File: config.mk
export PLATFORM = sky130hd
export DESIGN_NAME = cmd_decoder_q
export DESIGN_NICKNAME = d
export VERILOG_FILES = /design/src/rtl/cmd_decoder_q.sv
export SDC_FILE = /design/constraint.sdc
export NUM_CORES = 1
export LEC_CHECK = 0
export CAP_MARGIN = 25
export CORE_ASPECT_RATIO = 2
export CORE_MARGIN = 8
export CORE_UTILIZATION = 53
export CTS_CLUSTER_SIZE = 14
export DETAILED_ROUTE_END_ITERATION = 7
export PLACE_DENSITY = 0.81
export SETUP_SLACK_MARGIN = 0.15
export SLEW_MARGIN = 20
export SYNTH_ARGS = -nofsm -noshare
export SYNTH_HDL_FRONTEND = slang
export SYNTH_SLANG_ARGS = --single-unit
File: constraint.sdc
create_clock -name CLK -period 2.7 [get_ports CLK]
set_clock_uncertainty 0.05 [all_clocks]
set_input_delay 0.54 -clock CLK [delete_from_list [all_inputs] [get_ports CLK]]
set_output_delay 0.54 -clock CLK [all_outputs]
set_load 0.03 [all_outputs]
File: src/rtl/cmd_decoder_q.sv
// SPI command decoder with a frame queue.
// Incoming frames {CMD, ADDR, VAL} are buffered in a small FIFO and executed
// strictly in arrival order against a register bank or the memory controller.
// Responses leave through the TX trigger/busy handshake. Every handshake wait
// is guarded by a timeout. Frame drops and timeouts raise sticky error flags.
module cmd_decoder_q #(
    parameter int          DATA_W     = 8,
    parameter int          NUM_REGS   = 4,
    parameter int          FIFO_DEPTH = 4,
    parameter int          TIMEOUT    = 1024,
    parameter logic [15:0] ID_WORD    = 16'h7975
) (
    input  logic                CLK,
    input  logic                RST_N,
    input  logic                RX_VALID,
    input  logic [8+DATA_W-1:0] RX_DATA,
    output logic                TX_TRIG,
    input  logic                TX_BUSY,
    output logic [47:0]         TX_DATA,
    output logic [2:0]          TX_TYPE,
    output logic                MEM_TRIG,
    output logic [7:0]          MEM_CMD,
    input  logic                MEM_BUSY,
    input  logic [47:0]         MEM_DATA,
    output logic [2:0]          MEM_TYPE_OUT,
    output logic                OVERFLOW,
    output logic                TMO_ERR,
    input  logic                ERR_CLR
);

    localparam int FRAME_W = 8 + DATA_W;
    localparam int PTR_W   = $clog2(FIFO_DEPTH);
    localparam int TMO_W   = $clog2(TIMEOUT);

    typedef enum logic [2:0] {
        S_IDLE, S_DECODE, S_MEM_REQ, S_MEM_WAIT, S_TX_PEND, S_TX_REQ, S_TX_WAIT
    } state_t;

    state_t state_q, state_d;

    // ---------------- command FIFO ----------------
    logic [FRAME_W-1:0] fifo_mem [FIFO_DEPTH];
    logic [PTR_W:0]     wr_ptr, rd_ptr;
    logic               fifo_empty, fifo_full, pop, push, drop;

    assign fifo_empty = (wr_ptr == rd_ptr);
    assign fifo_full  = (wr_ptr[PTR_W] != rd_ptr[PTR_W]) &&
                        (wr_ptr[PTR_W-1:0] == rd_ptr[PTR_W-1:0]);
    assign pop  = (state_q == S_IDLE) && !fifo_empty;
    // A pop in the same cycle frees a slot, so a write on a full FIFO is still accepted.
    assign push = RX_VALID && (!fifo_full || pop);
    assign drop = RX_VALID && fifo_full && !pop;

    // Frame storage.
    // NOTE: storage has no reset; the pointers alone define what is valid, so stale data is never read.
    always_ff @(posedge CLK) begin
        if (push) fifo_mem[wr_ptr[PTR_W-1:0]] <= RX_DATA;
    end

    // FIFO pointers; the extra MSB distinguishes full from empty.
    // NOTE: sequential state always uses non-blocking assignments so every flop samples pre-edge values.
    always_ff @(posedge CLK or negedge RST_N) begin
        if (!RST_N) begin
            wr_ptr <= '0;
            rd_ptr <= '0;
        end else begin
            if (push) wr_ptr <= wr_ptr + 1'b1;
            if (pop)  rd_ptr <= rd_ptr + 1'b1;
        end
    end

    // ---------------- current command ----------------
    logic [3:0]        cmd_q, addr_q;
    logic [DATA_W-1:0] val_q;

    // Latch the frame popped from the FIFO for decoding.
    always_ff @(posedge CLK or negedge RST_N) begin
        if (!RST_N) begin
            cmd_q  <= '0;
            addr_q <= '0;
            val_q  <= '0;
        end else if (pop) begin
            cmd_q  <= fifo_mem[rd_ptr[PTR_W-1:0]][FRAME_W-1 -: 4];
            addr_q <= fifo_mem[rd_ptr[PTR_W-1:0]][FRAME_W-5 -: 4];
            val_q  <= fifo_mem[rd_ptr[PTR_W-1:0]][DATA_W-1:0];
        end
    end

    // ---------------- register bank ----------------
    logic [DATA_W-1:0] regs [NUM_REGS];
    logic [DATA_W-1:0] reg_rd;
    logic              reg_hit;

    // Register read mux; ADDR beyond the bank leaves reg_hit low.
    // NOTE: every always_comb output gets a default first so no path can infer a latch.
    always_comb begin
        reg_hit = 1'b0;
        reg_rd  = '0;
        for (int i = 0; i < NUM_REGS; i++) begin
            if (addr_q == 4'(i)) begin
                reg_hit = 1'b1;
                reg_rd  = regs[i];
            end
        end
    end

    // Register bank: defaults are i*0x11, SET writes one entry, RESET_REGS restores all.
    always_ff @(posedge CLK or negedge RST_N) begin
        if (!RST_N) begin
            for (int i = 0; i < NUM_REGS; i++) regs[i] <= DATA_W'(i * 32'h11);
        end else if (state_q == S_DECODE) begin
            if (cmd_q == 4'd4) begin
                for (int i = 0; i < NUM_REGS; i++) regs[i] <= DATA_W'(i * 32'h11);
            end else if (cmd_q == 4'd2) begin
                for (int i = 0; i < NUM_REGS; i++) begin
                    if (addr_q == 4'(i)) regs[i] <= val_q;
                end
            end
        end
    end

    // ---------------- memory opcode table ----------------
    logic       op_valid;
    logic [7:0] op_code;
    logic [2:0] op_len;

    // Map MEM_ID / MEM_OP frames to a memory opcode and response length.
    always_comb begin
        op_valid = 1'b0;
        op_code  = 8'h00;
        op_len   = 3'b000;
        if (cmd_q == 4'd7) begin
            op_valid = 1'b1; op_code = 8'h9F; op_len = 3'b110;
        end else if (cmd_q == 4'd8) begin
            case (addr_q)
                4'd0:    begin op_valid = 1'b1; op_code = 8'h05; op_len = 3'b001; end
                4'd1:    begin op_valid = 1'b1; op_code = 8'h07; op_len = 3'b001; end
                4'd2:    begin op_valid = 1'b1; op_code = 8'hAB; op_len = 3'b001; end
                4'd3:    begin op_valid = 1'b1; op_code = 8'h06; op_len = 3'b000; end
                4'd4:    begin op_valid = 1'b1; op_code = 8'hC7; op_len = 3'b000; end
                default: ;
            endcase
        end
    end

    // ---------------- handshake timeout ----------------
    logic [TMO_W-1:0] tmo_cnt;
    logic             waiting, tmo_hit;

    assign waiting = (state_q == S_MEM_REQ) || (state_q == S_MEM_WAIT) ||
                     (state_q == S_TX_PEND) || (state_q == S_TX_REQ)   ||
                     (state_q == S_TX_WAIT);
    assign tmo_hit = waiting && (tmo_cnt == TMO_W'(TIMEOUT - 1));

    // Cycles spent in the current state; restarts on every state change.
    always_ff @(posedge CLK or negedge RST_N) begin
        if (!RST_N)                 tmo_cnt <= '0;
        else if (state_d != state_q) tmo_cnt <= '0;
        else if (waiting)           tmo_cnt <= tmo_cnt + 1'b1;
    end

    // ---------------- FSM ----------------
    // State register.
    always_ff @(posedge CLK or negedge RST_N) begin
        if (!RST_N) state_q <= S_IDLE;
        else        state_q <= state_d;
    end

    // Next-state logic; a timeout aborts any handshake wait back to IDLE.
    always_comb begin
        state_d = state_q;
        case (state_q)
            S_IDLE:   if (!fifo_empty) state_d = S_DECODE;
            S_DECODE: begin
                case (cmd_q)
                    4'd3, 4'd6: state_d = S_TX_REQ;
                    4'd7, 4'd8: state_d = op_valid ? S_MEM_REQ : S_IDLE;
                    default:    state_d = S_IDLE;
                endcase
            end
            S_MEM_REQ:  if (tmo_hit) state_d = S_IDLE;
                        else if (MEM_BUSY) state_d = S_MEM_WAIT;
            S_MEM_WAIT: begin
                if (tmo_hit)                    state_d = S_IDLE;
                else if (!MEM_BUSY) begin
                    if (MEM_TYPE_OUT == 3'b000) state_d = S_IDLE;
                    else if (TX_BUSY)           state_d = S_TX_PEND;
                    else                        state_d = S_TX_REQ;
                end
            end
            S_TX_PEND:  if (tmo_hit) state_d = S_IDLE;
                        else if (!TX_BUSY) state_d = S_TX_REQ;
            S_TX_REQ:   if (tmo_hit) state_d = S_IDLE;
                        else if (TX_BUSY) state_d = S_TX_WAIT;
            S_TX_WAIT:  if (tmo_hit || !TX_BUSY) state_d = S_IDLE;
            default:    state_d = S_IDLE;
        endcase
    end

    // Trigger outputs decoded from state, so reset drops them immediately.
    always_comb begin
        TX_TRIG  = (state_q == S_TX_REQ);
        MEM_TRIG = (state_q == S_MEM_REQ);
    end

    // Response / memory-request datapath; everything clears while idle.
    always_ff @(posedge CLK or negedge RST_N) begin
        if (!RST_N) begin
            TX_DATA      <= '0;
            TX_TYPE      <= '0;
            MEM_CMD      <= '0;
            MEM_TYPE_OUT <= '0;
        end else begin
            case (state_q)
                S_IDLE: begin
                    TX_DATA      <= '0;
                    TX_TYPE      <= '0;
                    MEM_CMD      <= '0;
                    MEM_TYPE_OUT <= '0;
                end
                S_DECODE: begin
                    if (cmd_q == 4'd3) begin
                        TX_DATA <= reg_hit ? 48'({cmd_q, addr_q, reg_rd}) : 48'({cmd_q, 12'h123});
                        TX_TYPE <= 3'b010;
                    end else if (cmd_q == 4'd6) begin
                        TX_DATA <= 48'(ID_WORD);
                        TX_TYPE <= 3'b010;
                    end else if (op_valid) begin
                        MEM_CMD      <= op_code;
                        MEM_TYPE_OUT <= op_len;
                    end
                end
                S_MEM_WAIT: begin
                    if (!tmo_hit && !MEM_BUSY && MEM_TYPE_OUT != 3'b000) begin
                        TX_DATA <= MEM_DATA;
                        TX_TYPE <= MEM_TYPE_OUT;
                    end
                end
                default: ;
            endcase
        end
    end

    // Sticky error flags; a new error in the same cycle overrides ERR_CLR.
    always_ff @(posedge CLK or negedge RST_N) begin
        if (!RST_N) begin
            OVERFLOW <= 1'b0;
            TMO_ERR  <= 1'b0;
        end else begin
            OVERFLOW <= drop    | (OVERFLOW & ~ERR_CLR);
            TMO_ERR  <= tmo_hit | (TMO_ERR  & ~ERR_CLR);
        end
    end

endmodule

==> results_dict.tcl, run 1 <==
set metrics [dict create \
    status "complete, no violations" \
    place_ws_ns 0.120 \
    start_util_pct 54.0 \
    insertion_delay_ns 0.43 \
    worst_slew_margin_rel_pct 54.1 \
    hold_viol 0 \
    drtAntennaViolNets 0 \
    worst_pin_slew_ns 0.688 \
    fmax_mhz 397 \
    worst-setup-path-type "flop to output pin" \
    synth_seq_area_share_pct 62.5 \
    final_layout_size_suffix_gt1_share_pct 14.5 \
    diodes 0 \
    yosysTopAreaCell "dfrtp_1" \
    syn_nets 755 \
    fp.dieW_um 104 \
    netlist_area_um2 8260 \
    cap_violations 0 \
    synth_top_area_share_pct 36.7 \
    gp_congestion 0.852 \
    initialDrtViolationCount 305 \
    num_vias 5721 \
    core-area_um2 15300 \
    cts_max_level 4 \
    rows 64 \
    die_h_um 193 \
    syn_area_per_cell_um2 12.2 \
    rsz0062_at_grt "no" \
    viasPerCell 5.59 \
    antenna_found_initial 0 \
    ys_seq_elements 193 \
    cts_buffers 17 \
    fin_nets 888 \
    synth_warnings 0 \
    design.portCount 136 \
    hp-class "flop to flop" \
    port_buffers 135 \
    clockBufferDepth 2 \
    crit_arrival_ns 1.93 \
    crit_required_ns 2.11 \
    async_reset_ff_share_pct 66.8 \
    setup_slack_ns 0.179 \
    tns_ns 0 \
    cp-end-kind "output pin" \
    grt_pass1_vias 6161 \
    grt_pass1_wl_um 31000 \
    synth_ff_type "dfrtp_1" \
    p_per_area_nw_per_um2 1100 \
    p_leak_nw 4.12 \
    crit_fanout 21 \
    yosys-top-cells-area "dfrtp_1 (37%), edfxtp_1 (23%), mux4_2 (6.5%)" \
    fin_crit_ns 2.52 \
    cts_setup_buffers 0 \
    path_clk_slew_ns 0.07 \
    dr.pass1.iters 4 \
    dieArea_um2 20100 \
    synthCells 679 \
    dpl.hpwl_um 13700 \
    area_growth_pct 26.1 \
    gr-total-overflow 0 \
    final-setup-viol-count 0 \
    wl_um 18600 \
    clock-sinks 193 \
    final_max_slew_viol_count 0 \
    grtUsageTotal_pct 19.4 \
    min_period_over_period_pct 93.4 \
    cts_root_buf "clkbuf_16" \
    synth.distinct_cells 60 \
    drc_errors 0 \
    synth_enable_flop_cells 64 \
    grt_max_degree 103 \
    cts_tree "yes" \
    detail_route.wl_per_cell_um 18.2 \
    peakVddDrop_mv 0.617 \
    cp-start-kind "flop" \
]
[cell usage after synthesis (all sizes together), types with 3 or more instances]
library cell and instances:
a21o 3, a21oi 13, a221o 3, a22oi 4, a2bb2oi 3, and2 5, buf 25, clkbuf 18
dfrtp 121, dfstp 8, edfxtp 64, ha 6, inv 8, mux2 17, mux2i 3, mux4 24
nand2 141, nand2b 5, nand3 6, nor2 27, nor2b 8, nor3 10, nor4 7, o21ai 94
or2 5, or3 4, xnor2 15, xor2 4
[kinds of logic (layout without fill, tap and decap cells)]
family | after synthesis | count (layout) | synth area share (%)
and+or+nand+nor | 232 | 232 | 12.9
DFF | 193 | 193 | 62.5
AOI/OAI and AO/OA | 134 | 134 | 9.53
buffers and inverters | 51 | 197 | 2.92
muxes | 44 | 44 | 9.27
xor gates and xnor gates | 19 | 19 | 2.01
adders and majority gates | 6 | 6 | 0.909
[through the flow]
stage               total power [mW]  hold slack (ns)  std cells  cell area, um^2  util, %
finish                          11.5            0.422       1023            10400     68.1
global route                    12.2            0.457       1023            10400     68.1
global placement                8.99            0.401        990             9840     64.3
detailed placement              9.23            0.418        990             9840     64.3
CTS                             11.6            0.428       1023            10400     68.0
floorplan                       7.61            0.194        679             8260        -
[final timing paths]
| path | start | end | slack, ns | depth (start not counted) |
|---|---|---|---|---|
| worst max register to register | state_q[1] | regs[7] | 0.31 | 7 |
| worst min-delay path | regs[20] | regs[20] | 0.42 | 2 |
| worst min register to register | regs[20] | regs[20] | 0.42 | 2 |
| max in group asynchronous | RST_N | regs[19] | 1.23 | 3 |
| worst max-delay path | state_q[1] | TX_TRIG | 0.18 | 3 |
| min in group asynchronous | RST_N | TMO_ERR | 0.51 | 2 |
[routing by layer]
layer	global-route usage [%]	vias to the layer above	part of all wire (%)
met3	4.45	48	4.6
li1	-	2669	-
met2	36.0	183	54
met5	0	-	0
met1	19.7	2821	38
met4	9.87	0	3.4
[area by class of cell]
cell class / instances / area [um^2]
Sequential cell: 193 / 5160
Fill cell: 1079 / 4880
Multi-Input combinational cell: 435 / 2880
Timing Repair Buffer: 157 / 1540
Clock buffer: 18 / 429
Tap cell: 198 / 248
Clock inverter: 14 / 128
Inverter: 8 / 30.0
[flip-flops by register name, summed over array words and instances, names as in the netlist]
register      flops
MEM_CMD           8
MEM_TYPE_OUT      1
OVERFLOW          1
TMO_ERR           1
TX_DATA          48
TX_TYPE           3
addr_q            4
cmd_q             4
fifo_mem         64
rd_ptr            3
regs             32
state_q           3
tmo_cnt          10
val_q             8
wr_ptr            3
[worst max-delay path, stage by stage (launching register included)]
cell             delay, ns
dfrtp_1               0.40
buf_4                 0.21
and3b_1               0.22
clkdlybuf4s50_1       0.67
[cell usage in the layout (no fill, tap or decap), types with 17 or more instances in the layout]
master	synthesis	final
nand2_1	141	141
mux2_2	17	17
clkbuf_16	0	17
edfxtp_1	64	64
dfrtp_1	121	121
buf_4	3	20
o21ai_0	75	75
nor2_1	27	26
mux4_2	24	24
clkdlybuf4s50_1	0	133
[where the power goes]
group | leakage (nW) | internal [mW] | switching, mW
logic | 1.56 | 2.01 | 2.71
clock network | 0.275 | 1.21 | 1.13
registers | 2.29 | 3.90 | 0.517
total | 4.12 | 7.12 | 4.36
[what timing repair did]
item,in CTS,in global routing
setup endpoints to repair,0,9
gates resized for setup,0,2
hold buffers,1,0
endpoints found under the hold margin,27,0
No activity file was read; power rests on OpenSTA's default activity.
==> inputs of run 2 (changes only) <==
--- a/config.mk
+++ b/config.mk
@@ -6,12 +6,12 @@
 export NUM_CORES = 1
 export LEC_CHECK = 0
 export CAP_MARGIN = 25
-export CORE_ASPECT_RATIO = 2
+export CORE_ASPECT_RATIO = 1.25
 export CORE_MARGIN = 8
-export CORE_UTILIZATION = 53
+export CORE_UTILIZATION = 48
 export CTS_CLUSTER_SIZE = 14
 export DETAILED_ROUTE_END_ITERATION = 7
-export PLACE_DENSITY = 0.81
+export PLACE_DENSITY = 0.78
 export SETUP_SLACK_MARGIN = 0.15
 export SLEW_MARGIN = 20
 export SYNTH_ARGS = -nofsm -noshare
==> constraint.sdc (replaced) <==
create_clock -name CLK -period 2.3 [get_ports CLK]
set_clock_uncertainty 0.05 [all_clocks]
set_input_delay 0.46 -clock CLK [delete_from_list [all_inputs] [get_ports CLK]]
set_output_delay 0.46 -clock CLK [all_outputs]
set_load 0.03 [all_outputs]
==> run 2 against run 1 <==
  * Flip-flop and latch count is the same
  * Wire length increased by 2.5%
  * Hold slack improved by 0.0034 ns
  * First-iteration DRC count increased by 3.0%
  * Die area increased by 8.0%
  * Register-to-register slack got worse by 0.10 ns
==> results_dict.tcl, run 2 (synthesis gave the netlist of run 1 again) <==
set metrics [dict create \
    intPower_mw 8.66 \
    hold_viol 0 \
    grt_pass1_vias 5751 \
    cts_max_level 4 \
    drc_errors 0 \
    multi_input_area_um2 2930 \
    cts_buffers 17 \
    cts_tree "yes" \
    clock-sinks 193 \
    crit_required_ns 1.79 \
    gp_congestion 0.788 \
    cp-end-kind "output pin" \
    switching_share_pct 37.9 \
    final-setup-viol-count 0 \
    switching_power_mw 5.29 \
    cp-start-kind "flop" \
    fin_crit_ns 2.12 \
    fmax_mhz 473 \
    final_layout_size_suffix_gt1_share_pct 18.2 \
    r2r-start "state_q[2]" \
    worst_slew_margin_rel_pct 56.0 \
    min_from "regs[16]" \
    min_period_over_period_pct 92.0 \
    critPathSlowestCell "clkdlybuf4s50_1" \
    p_per_area_nw_per_um2 1310 \
    cap_violations 0 \
    fp.dieW_um 133 \
    fin_nets 904 \
    detail_route.wl_per_cell_um 18.0 \
    holdPathEnd "regs[16]" \
    rr_endpoint "tmo_cnt[7]" \
    crit_fanout 4 \
    insertion_delay_ns 0.44 \
    clockBufferDepth 2 \
    wl_um 19100 \
    path_delay_family "buffers and inverters" \
    min_path_cells 2 \
    start_util_pct 49.0 \
    viasPerCell 5.39 \
    grt_max_degree 91 \
    largest_reg_flops 64 \
    gr-total-overflow 0 \
    final_cell_mix "nand2_1 (141), clkdlybuf4s50_1 (129), dfrtp_1 (119), o21ai_0 (74), edfxtp_1 (64)" \
    cts_root_buf "clkbuf_16" \
    r2r_slack_ns 0.21 \
    crit_arrival_ns 1.61 \
    worst-setup-path-type "flop to output pin" \
    rows 53 \
    holdWs_ns 0.426 \
    design.portCount 136 \
    hp-class "flop to flop" \
    initialDrtViolationCount 314 \
    drtAntennaViolNets 0 \
    clockPowerShare_pct 20.7 \
    dr.pass1.iters 4 \
    crit_chain "clkdlybuf4s50_1" \
    status "complete, no violations" \
    regArea_um2 5160 \
    p_leak_nw 4.19 \
    power_frac_comb_pct 42.3 \
    final_max_slew_viol_count 0 \
    rr_worst_depth 7 \
    pwr-share-seq_pct 37.0 \
    total_power_mw 14.0 \
    mostFrequentLayoutCell "nand2_1" \
    slowest_delay_ns 0.73 \
    die_h_um 163 \
    dieArea_um2 21700 \
    dpl.hpwl_um 12900 \
    worst_pin_slew_ns 0.660 \
    peakVddDrop_mv 0.494 \
    area_growth_pct 29.0 \
    fillCellCount 1279 \
    port_buffers 135 \
    grt_pass1_wl_um 30400 \
    path_buf_inv 1 \
    diodes 0 \
    path_clk_slew_ns 0.07 \
    rsz0062_at_grt "no" \
    num_vias 5719 \
    antenna_found_initial 0 \
    grtUsageTotal_pct 17.5 \
    core-area_um2 16800 \
]
-- run 2: cell count changes in the layout (fill, tap and decap cells not counted), sizes merged, moves of 3 or more --
cell / change
buf: +16
clkbuf: +3
clkdlybuf4s50: -4
clkinv: -4
clkinvlp: +3
dlygate4sd2: +3
-- run 2: timing repair --
action,CTS,global route
endpoints found under the setup margin,31,92
pin swaps,1,2
hold buffers,1,0
hold endpoints to repair,31,0
gates cloned,0,2
gates resized for setup,12,10
buffers inserted,2,5
-- run 2: worst register-to-register path, delay by kind of cell, from the launching register on --
| kind | cells | cell delay, ns |
|---|---|---|
| flops | 1 | 0.48 |
| simple gates | 2 | 0.46 |
| compound gates | 2 | 0.46 |
| buf+inv | 2 | 0.36 |
| mux | 1 | 0.18 |
-- run 2: power groups by stage --
| stage | clock network (mW) | registers, mW | logic [mW] |
|---|---|---|---|
| after floorplan | 0 | 5.66 | 3.27 |
| after global placement | 0 | 5.18 | 5.52 |
| after detailed placement | 0 | 5.23 | 5.61 |
| after CTS | 2.92 | 5.16 | 5.70 |
| after global routing | 3.06 | 5.28 | 6.41 |
| final | 2.89 | 5.17 | 5.90 |
-- run 2: routing by layer --
layer / global-route usage (%) / vias to the layer above / routed length (um)
met5: 0 / - / 0
met4: 5.88 / 0 / 266
met3: 5.43 / 19 / 1210
met2: 28.7 / 177 / 9440
met1: 21.6 / 2812 / 8190
li1: - / 2711 / -
-- run 2: final cells by class --
cell class / count / area share, %
clock buffers: 19 / 4.25
clock inverters: 13 / 1.19
inverters: 8 / 0.282
multi-input cells: 435 / 27.5
flip-flops and latches: 193 / 48.5
well taps: 220 / 2.58
repair buffers: 173 / 15.7
-- run 2: how the worst max path moves through the flow --
stage | cells after the start | endpoint | start
6_report | 1 | MEM_TYPE_OUT[0] | MEM_TYPE_OUT[0]
5_1_grt | 4 | fifo_mem[3][5] | state_q[2]
4_1_cts | 3 | TX_TRIG | state_q[1]
3_5_place_dp | 6 | tmo_cnt[7] | TX_BUSY
3_3_place_gp | 6 | tmo_cnt[3] | TX_BUSY
2_1_floorplan | 6 | cmd_q[2] | state_q[1]
-- run 2: metrics by stage --
stage	setup TNS [ns]	setup slack (ns)	instance area, um^2	instances	util [%]
floorplan	0	0.304	8260	679	-
global placement	-0.965	-0.101	9940	1019	59.0
detailed placement	-1.77	-0.203	9940	1019	59.0
CTS	0	0.0857	10600	1054	62.7
global route	0	0.151	10700	1061	63.3
finish	0	0.185	10700	1061	63.3
